$ cat config.mk
export PLATFORM = sky130hd
export DESIGN_NAME = rr_priority_arbiter
export DESIGN_NICKNAME = d
export VERILOG_FILES = /design/src/rtl/rr_priority_arbiter.sv
export SDC_FILE = /design/constraint.sdc
export NUM_CORES = 1
export LEC_CHECK = 0
export BUFFER_PORTS_ARGS = -buffer_cell sky130_fd_sc_hd__buf_2
export CAP_MARGIN = 15
export CORE_ASPECT_RATIO = 0.5
export CORE_MARGIN = 8
export CORE_UTILIZATION = 52
export DETAILED_ROUTE_END_ITERATION = 6
export PLACE_DENSITY = 0.73
export REMOVE_ABC_BUFFERS = 1
export SLEW_MARGIN = 0
export SYNTH_ARGS = -nofsm -noshare
export SYNTH_HDL_FRONTEND = slang
export SYNTH_SLANG_ARGS = --single-unit
export TNS_END_PERCENT = 50
$ cat constraint.sdc
create_clock -name clk -period 4.42 [get_ports clk]
set_input_delay 0.663 -clock clk [delete_from_list [all_inputs] [get_ports clk]]
set_output_delay 0.663 -clock clk [all_outputs]
set_load 0.01 [all_outputs]
$ cat src/rtl/rr_priority_arbiter.sv
// ============================================================================
// Module   : rr_priority_arbiter
// Purpose  : Registered N-way request arbiter built around a wrap-around
//            priority encoder. One requester is selected and held as a
//            one-hot grant plus its binary index until the consumer
//            acknowledges it or the requester withdraws. The arbiter then
//            returns to IDLE for one cycle and arbitrates again.
//            ROUND_ROBIN=1 : the search starts at a rotating pointer.
//            ROUND_ROBIN=0 : the search always starts at bit 0 (LSB wins).
// Ports    : clk         - rising-edge clock
//            rst_n       - asynchronous active-low reset
//            req_i[N]    - request vector, bit i = requester i
//            ack_i       - consumer accepts the held grant
//            gnt_valid_o - a grant is being held
//            gnt_o[N]    - one-hot grant, zero when not valid
//            gnt_idx_o   - index of the granted requester, zero when not valid
// Revision : 1.0 - initial release
// ============================================================================
`default_nettype none

module rr_priority_arbiter #(
  parameter int N           = 8,
  parameter int ROUND_ROBIN = 1,
  parameter int IDXW        = (N > 1) ? $clog2(N) : 1
) (
  input  logic            clk,
  input  logic            rst_n,
  input  logic [N-1:0]    req_i,
  input  logic            ack_i,
  output logic            gnt_valid_o,
  output logic [N-1:0]    gnt_o,
  output logic [IDXW-1:0] gnt_idx_o
);

  typedef enum logic [0:0] {
    ST_IDLE  = 1'b0,
    ST_GRANT = 1'b1
  } state_e;

  state_e          state_q, state_d;
  logic [IDXW-1:0] ptr_q, ptr_d;
  logic [IDXW-1:0] idx_q, idx_d;
  logic [N-1:0]    gnt_q, gnt_d;

  logic [IDXW-1:0] search_start;
  logic [IDXW-1:0] ptr_after_ack;
  logic [IDXW-1:0] win_idx;
  logic            win_found;
  logic [IDXW:0]   scan_sum;
  logic [IDXW-1:0] scan_pos;

  // --------------------------------------------------------------------------
  // Search start and pointer advance. In fixed mode both collapse to zero so
  // the pointer register never leaves 0.
  // --------------------------------------------------------------------------
  generate
    if (ROUND_ROBIN != 0) begin : g_rr_ptr
      assign search_start  = ptr_q;
      // Wrap at N-1, not at 2^IDXW-1, so non-power-of-two N stays in range.
      assign ptr_after_ack = (idx_q == IDXW'(N - 1)) ? '0 : idx_q + IDXW'(1);
    end else begin : g_fixed_ptr
      assign search_start  = '0;
      assign ptr_after_ack = '0;
    end
  endgenerate

  // --------------------------------------------------------------------------
  // Wrap-around priority encoder: scan positions start, start+1, ... modulo N
  // and keep the first requester found. The sum needs one extra bit because
  // start + k can reach 2N-2 before the wrap subtraction.
  // --------------------------------------------------------------------------
  always_comb begin
    win_found = 1'b0;
    win_idx   = '0;
    scan_sum  = '0;
    scan_pos  = '0;
    for (int k = 0; k < N; k++) begin
      scan_sum = {1'b0, search_start} + (IDXW+1)'(k);
      if (scan_sum >= (IDXW+1)'(N)) begin
        scan_sum = scan_sum - (IDXW+1)'(N);
      end
      scan_pos = scan_sum[IDXW-1:0];
      if (!win_found && req_i[scan_pos]) begin
        win_found = 1'b1;
        win_idx   = scan_pos;
      end
    end
  end

  // --------------------------------------------------------------------------
  // Next-state logic
  // --------------------------------------------------------------------------
  always_comb begin
    state_d = state_q;
    ptr_d   = ptr_q;
    idx_d   = idx_q;
    gnt_d   = gnt_q;
    case (state_q)
      ST_IDLE: begin
        if (win_found) begin
          state_d        = ST_GRANT;
          idx_d          = win_idx;
          gnt_d          = '0;
          gnt_d[win_idx] = 1'b1;
        end
      end
      ST_GRANT: begin
        // Ack takes precedence over a simultaneous withdrawal, so the
        // pointer still advances when the request has already dropped.
        if (ack_i) begin
          state_d = ST_IDLE;
          idx_d   = '0;
          gnt_d   = '0;
          ptr_d   = ptr_after_ack;
        end else if (!req_i[idx_q]) begin
          state_d = ST_IDLE;
          idx_d   = '0;
          gnt_d   = '0;
        end
      end
      default: begin
        state_d = ST_IDLE;
        idx_d   = '0;
        gnt_d   = '0;
      end
    endcase
  end

  // --------------------------------------------------------------------------
  // State registers
  // --------------------------------------------------------------------------
  always_ff @(posedge clk or negedge rst_n) begin
    if (!rst_n) begin
      state_q <= ST_IDLE;
      ptr_q   <= '0;
      idx_q   <= '0;
      gnt_q   <= '0;
    end else begin
      state_q <= state_d;
      ptr_q   <= ptr_d;
      idx_q   <= idx_d;
      gnt_q   <= gnt_d;
    end
  end

  // Outputs come straight from registers; no input-to-output path exists.
  assign gnt_valid_o = (state_q == ST_GRANT);
  assign gnt_o       = gnt_q;
  assign gnt_idx_o   = idx_q;

  // --------------------------------------------------------------------------
  // Invariants
  // --------------------------------------------------------------------------
`ifndef SYNTHESIS
  a_gnt_onehot: assert property (@(posedge clk) disable iff (!rst_n)
    $onehot0(gnt_q) && ($onehot(gnt_q) == gnt_valid_o));

  a_gnt_idx_match: assert property (@(posedge clk) disable iff (!rst_n)
    gnt_valid_o |-> gnt_q[idx_q]);

  generate
    if (ROUND_ROBIN == 0) begin : g_fixed_chk
      logic [N-1:0] below_win;
      always_comb begin
        below_win = '0;
        for (int i = 0; i < N; i++) begin
          below_win[i] = (IDXW'(i) < win_idx);
        end
      end
      a_lowest_wins: assert property (@(posedge clk) disable iff (!rst_n)
        (state_q == ST_IDLE && win_found) |-> ((req_i & below_win) == '0));
    end
  endgenerate
`endif

endmodule

`default_nettype wire

# After elaboration in Yosys (flattened, before gate mapping)
# Index checks and enable logic that the tools add are counted.
# totals
register_bits,15
in_bits,11
output_inout_bits,12
word_cells,117
# op_classes
addsub,16
order_cmp,19
eq_ne,3
muxes,57
bitwise_logic,1
reduce_logical,17
# ops
op,count
$mux W3,20
$lt A3 B4 Y1 const B,10
$ge A4 B4 Y1 const B,7
$bmux W1 S3,9
$mux W8,3
$sub A3 B1 Y3 const B,8
$mux W1,21
$add A3 B3 Y4 const B,4
$pmux W8 S2,1
$add A3 B2 Y4 const B,2
$logic_and A1 B1 Y1,8
$logic_not A1 Y1,7
$pmux W3 S2,1
$add A3 B1 Y4 const B,1
$ge A3 B4 Y1 const B,1
$reduce_and A2 Y1,2
$add A3 B1 Y3 const B,1
$demux W1 S3,1
$eq A3 B3 Y1 const B,1
$ge A3 B1 Y1 const B,1
$ne A3 B3 Y1 const B,1
$ne A2 B2 Y1 const B,1
$pmux W1 S2,1
$not A1 Y1,1

# Logic depth before layout (Yosys ltp)
# depth
depth_word,32
depth_mapped,13
depth_no_buf,9

# Worst setup path before layout
# OpenSTA, ideal clock, no wires.
# synth_timing
kind,register to register
start,reg ptr_q[1]
end,"reg gnt_q[1], in the netlist gnt_o[1]"
arrival_time_ps,3182
path_slack_ps,1116
path_stages_with_launch,13
path_cell_list,dfrtp_1 > buf_2 > buf_2 > inv_1 > ha_1 > buf_2 > nor2_1 > a221o_1 > o32a_1 > a31oi_4 > nand2_4 > o32a_4 > a32o_1
# synth_via
elab_chain_cells,32
# synth_lines
item,line_no,source
"start, declared",41,"logic [IDXW-1:0] ptr_q, ptr_d;"
"start signal, assigned",140,ptr_q <= ptr_d;
branches (longest 32 deep; another with $add A3 B1 Y4),--,
"end signal, assigned",142,gnt_q <= gnt_d;
"end, declared",43,"logic [N-1:0] gnt_q, gnt_d;"
# Several ways; the timed one is not identified. The select of a mux whose other input is x is not followed.
# A chain may end at the register's enable or synchronous reset.

# Final worst setup path
# layout_timing
start,reg ptr_q[0]
end,"reg gnt_q[1], in the netlist gnt_o[1]"
# Same word-level chain as after synthesis.

==> flow_summary.toml <==
[cts]
cts_tree = "built"
clk_latency_ns = 0.24
cts_hold_buffers = 0
ctsResizeCount = 0
clk_pin_slew_worst_paths_ns = 0.06
postCtsSetupBuffers = 0
cts_made_buffers = 3
cts.path.max_buffers = 2
htreeDepth = 1
cts_root_buf = "clkbuf_8"
cts.sinks = 15

[drt]
vias = 1541
wirelength_um = 4300
drc_errors = 0
vias_per_cell = 6.94
first_pass_iters = 4
ant_nets = 0
post_drt_wl_per_cell_um = 19.4
drt_iter0_markers = 177

[layout]
area_growth_pct = 9.03
postLayoutCoreUtil = 0.575
layout.nets = 196
nFillCells = 298
n_antenna_cell = 0
regArea_sq_um = 375
multi_input_area_sq_um = 1300
layout-drive-gt1-share = 0.339
fin_area_sq_um = 1920

[global_routing]
grt_overflow_total = 0
track_usage = 0.152
grt_max_degree = 23
antenna_found_initial = 0
grt_pass1_wl_um = 7110
grt_pass1_vias = 1459

[setup_path]
path_class = "reg -> reg"
cp.required_ns = 4.56
crit_chain = "inv_2 -> ha_1 -> mux4_2 -> mux2_2 -> nor2_1 -> and3_1 -> nand2_4 -> o32a_4 -> a32o_1"
cp_max_fo = 14
max_stage_delay_ns = 0.67
start_kind = "flop"
endpoint_kind = "flop"
critical-path-slowest-cell = "ha_1"
arrival_ns = 3.48

[placed_design]
post-place-ws_ns = 1.13
dp_hpwl_um = 3190
dpl_cell_area_sq_um = 1870
io_buffers = 22
gp_congestion = 0.938

[yosys]
dominantRegCellSynth = "dfrtp_1"
synth_fa_ha_area_frac = 0.0284
synth_top_area_share = 0.217
synth-compound-area-share = 0.230
synth_edf_count = 0
avgSynthCellArea_sq_um = 10.7
synthMuxAreaShare = 0.341
ys_warn_count = 0
yosys.cell_types.count = 49
synthSimpleGateAreaFrac = 0.111
synth_xor_area_frac = 0.0299
syn_inst = 165
yosysMostFrequentCell = "mux4_2"
yosys.area.top_type = "mux4_2"
async_reset_ff_frac = 1.00
yosys-top-cells-count = "mux4_2 (17), dfrtp_1 (15), nand2_1 (15)"
syn_area_sq_um = 1760
synth_top_family_by_area = "multiplexers"
ys_seq_area_frac = 0.213
synthTopCellsByArea = "mux4_2 (22%), dfrtp_1 (21%), mux2i_1 (5.1%)"
synth.ff_latch_count = 15

[die]
row_count = 15
die_x_um = 98.3
dieArea_sq_um = 5620
num_io_pins = 23
start_util = 0.527
die_y_um = 57.1
coreArea_sq_um = 3340

[sta]
worstMarginPinSlew_ns = 0.765
post-route-period-util = 0.758
worst_clock_skew_ns = 0.00420
fin_tns_setup_ns = 0
slew-limit-headroom = 0.490
period_minus_slack_ns = 3.35
maxSlewViolCount = 0
max_freq_mhz = 299
rsz0062_at_grt = "no"
hold_viol = 0
final-setup-viol-count = 0
setup_slack_ns = 1.07

[power]
leakage_uw = 0.000808
power_density_nw_per_um2 = 918
p_total_uw = 1760
peakVddDrop_v = 0.000432

[status]
status = "finished, final reports clean"

[min_path]
worstHoldPathType = "in -> async"

[flow_run]
max_cap_viol_count = 0
[per-layer routing]
metal,GRT usage,share of wire,up-vias
met5,0,0,-
met4,0.0432,0.011,0
met3,0.0145,0.048,6
met2,0.250,0.47,55
met1,0.207,0.47,783
li1,-,-,697
[sequential cells by signal, summed over array words and instances (netlist names)]
| signal | flops |
|---|---|
| gnt_idx_o | 3 |
| ptr_q | 3 |
| gnt_valid_o | 1 |
| gnt_o | 8 |
[report_power, final]
group / internal [uW] / switching [uW]
Sequential: 191 / 68.6
Clock: 63.7 / 43.4
Combinational: 617 / 777
[path summary, 6_finish.rpt]
path	startpoint	endpoint	slack, ns	cells after the start
max	ptr_q[0]$_DFFE_PN0P_	gnt_o[1]$_DFFE_PN0P_	1.07	9
min	rst_n	gnt_o[2]$_DFFE_PN0P_	0.31	1
min in group clk	gnt_o[4]$_DFFE_PN0P_	gnt_o[4]$_DFFE_PN0P_	0.48	2
max in group asynchronous	rst_n	gnt_idx_o[0]$_DFFE_PN0P_	3.86	1
min reg2reg	gnt_o[4]$_DFFE_PN0P_	gnt_o[4]$_DFFE_PN0P_	0.48	2
max reg2reg	ptr_q[0]$_DFFE_PN0P_	gnt_o[1]$_DFFE_PN0P_	1.07	9
[cell usage in the layout (no fill, tap or decap), drive strengths merged, types with 5 or more instances in the layout]
| cell | n |
|---|---|
| a21oi | 5 |
| a32o | 5 |
| buf | 24 |
| dfrtp | 15 |
| inv | 5 |
| mux2 | 9 |
| mux2i | 9 |
| mux4 | 18 |
| nand2 | 16 |
| nand3 | 5 |
| nor2 | 6 |
| o21ai | 6 |
| o31ai | 6 |
| or2 | 5 |
[kinds of logic (layout without fill, tap and decap cells)]
family,Yosys count,in the layout
fa+ha+maj,4,4
simple gates,40,40
flops,15,15
xor+xnor,6,6
buf+inv,18,33
mux,36,36
compound gates,46,46
[per-stage QoR]
stage | instances | hold WS, ns
6_report | 222 | 0.309
4_1_cts | 222 | 0.317
2_1_floorplan | 152 | 0.367
5_1_grt | 222 | 0.336
3_3_place_gp | 218 | 0.463
3_5_place_dp | 218 | 0.465
[area by class of cell]
cell class              count  share of cell area
multi-input cells         132               0.679
flip-flops and latches     15               0.196
repair buffers             24              0.0652
well taps                  42              0.0274
clock buffers               4              0.0235
inverters                   5             0.00978
[critical path, delay by kind of cell, from the launching register on]
| family | cells | cell delay, ns |
|---|---|---|
| AND/OR/NAND/NOR | 3 | 0.56 |
| multiplexers | 2 | 0.95 |
| AO/OA/AOI/OAI | 2 | 0.60 |
| buffers and inverters | 1 | 0.09 |
| flip-flops | 1 | 0.36 |
| adder cells (fa/ha/maj) | 1 | 0.67 |
No activity file was read; power rests on OpenSTA's default activity.
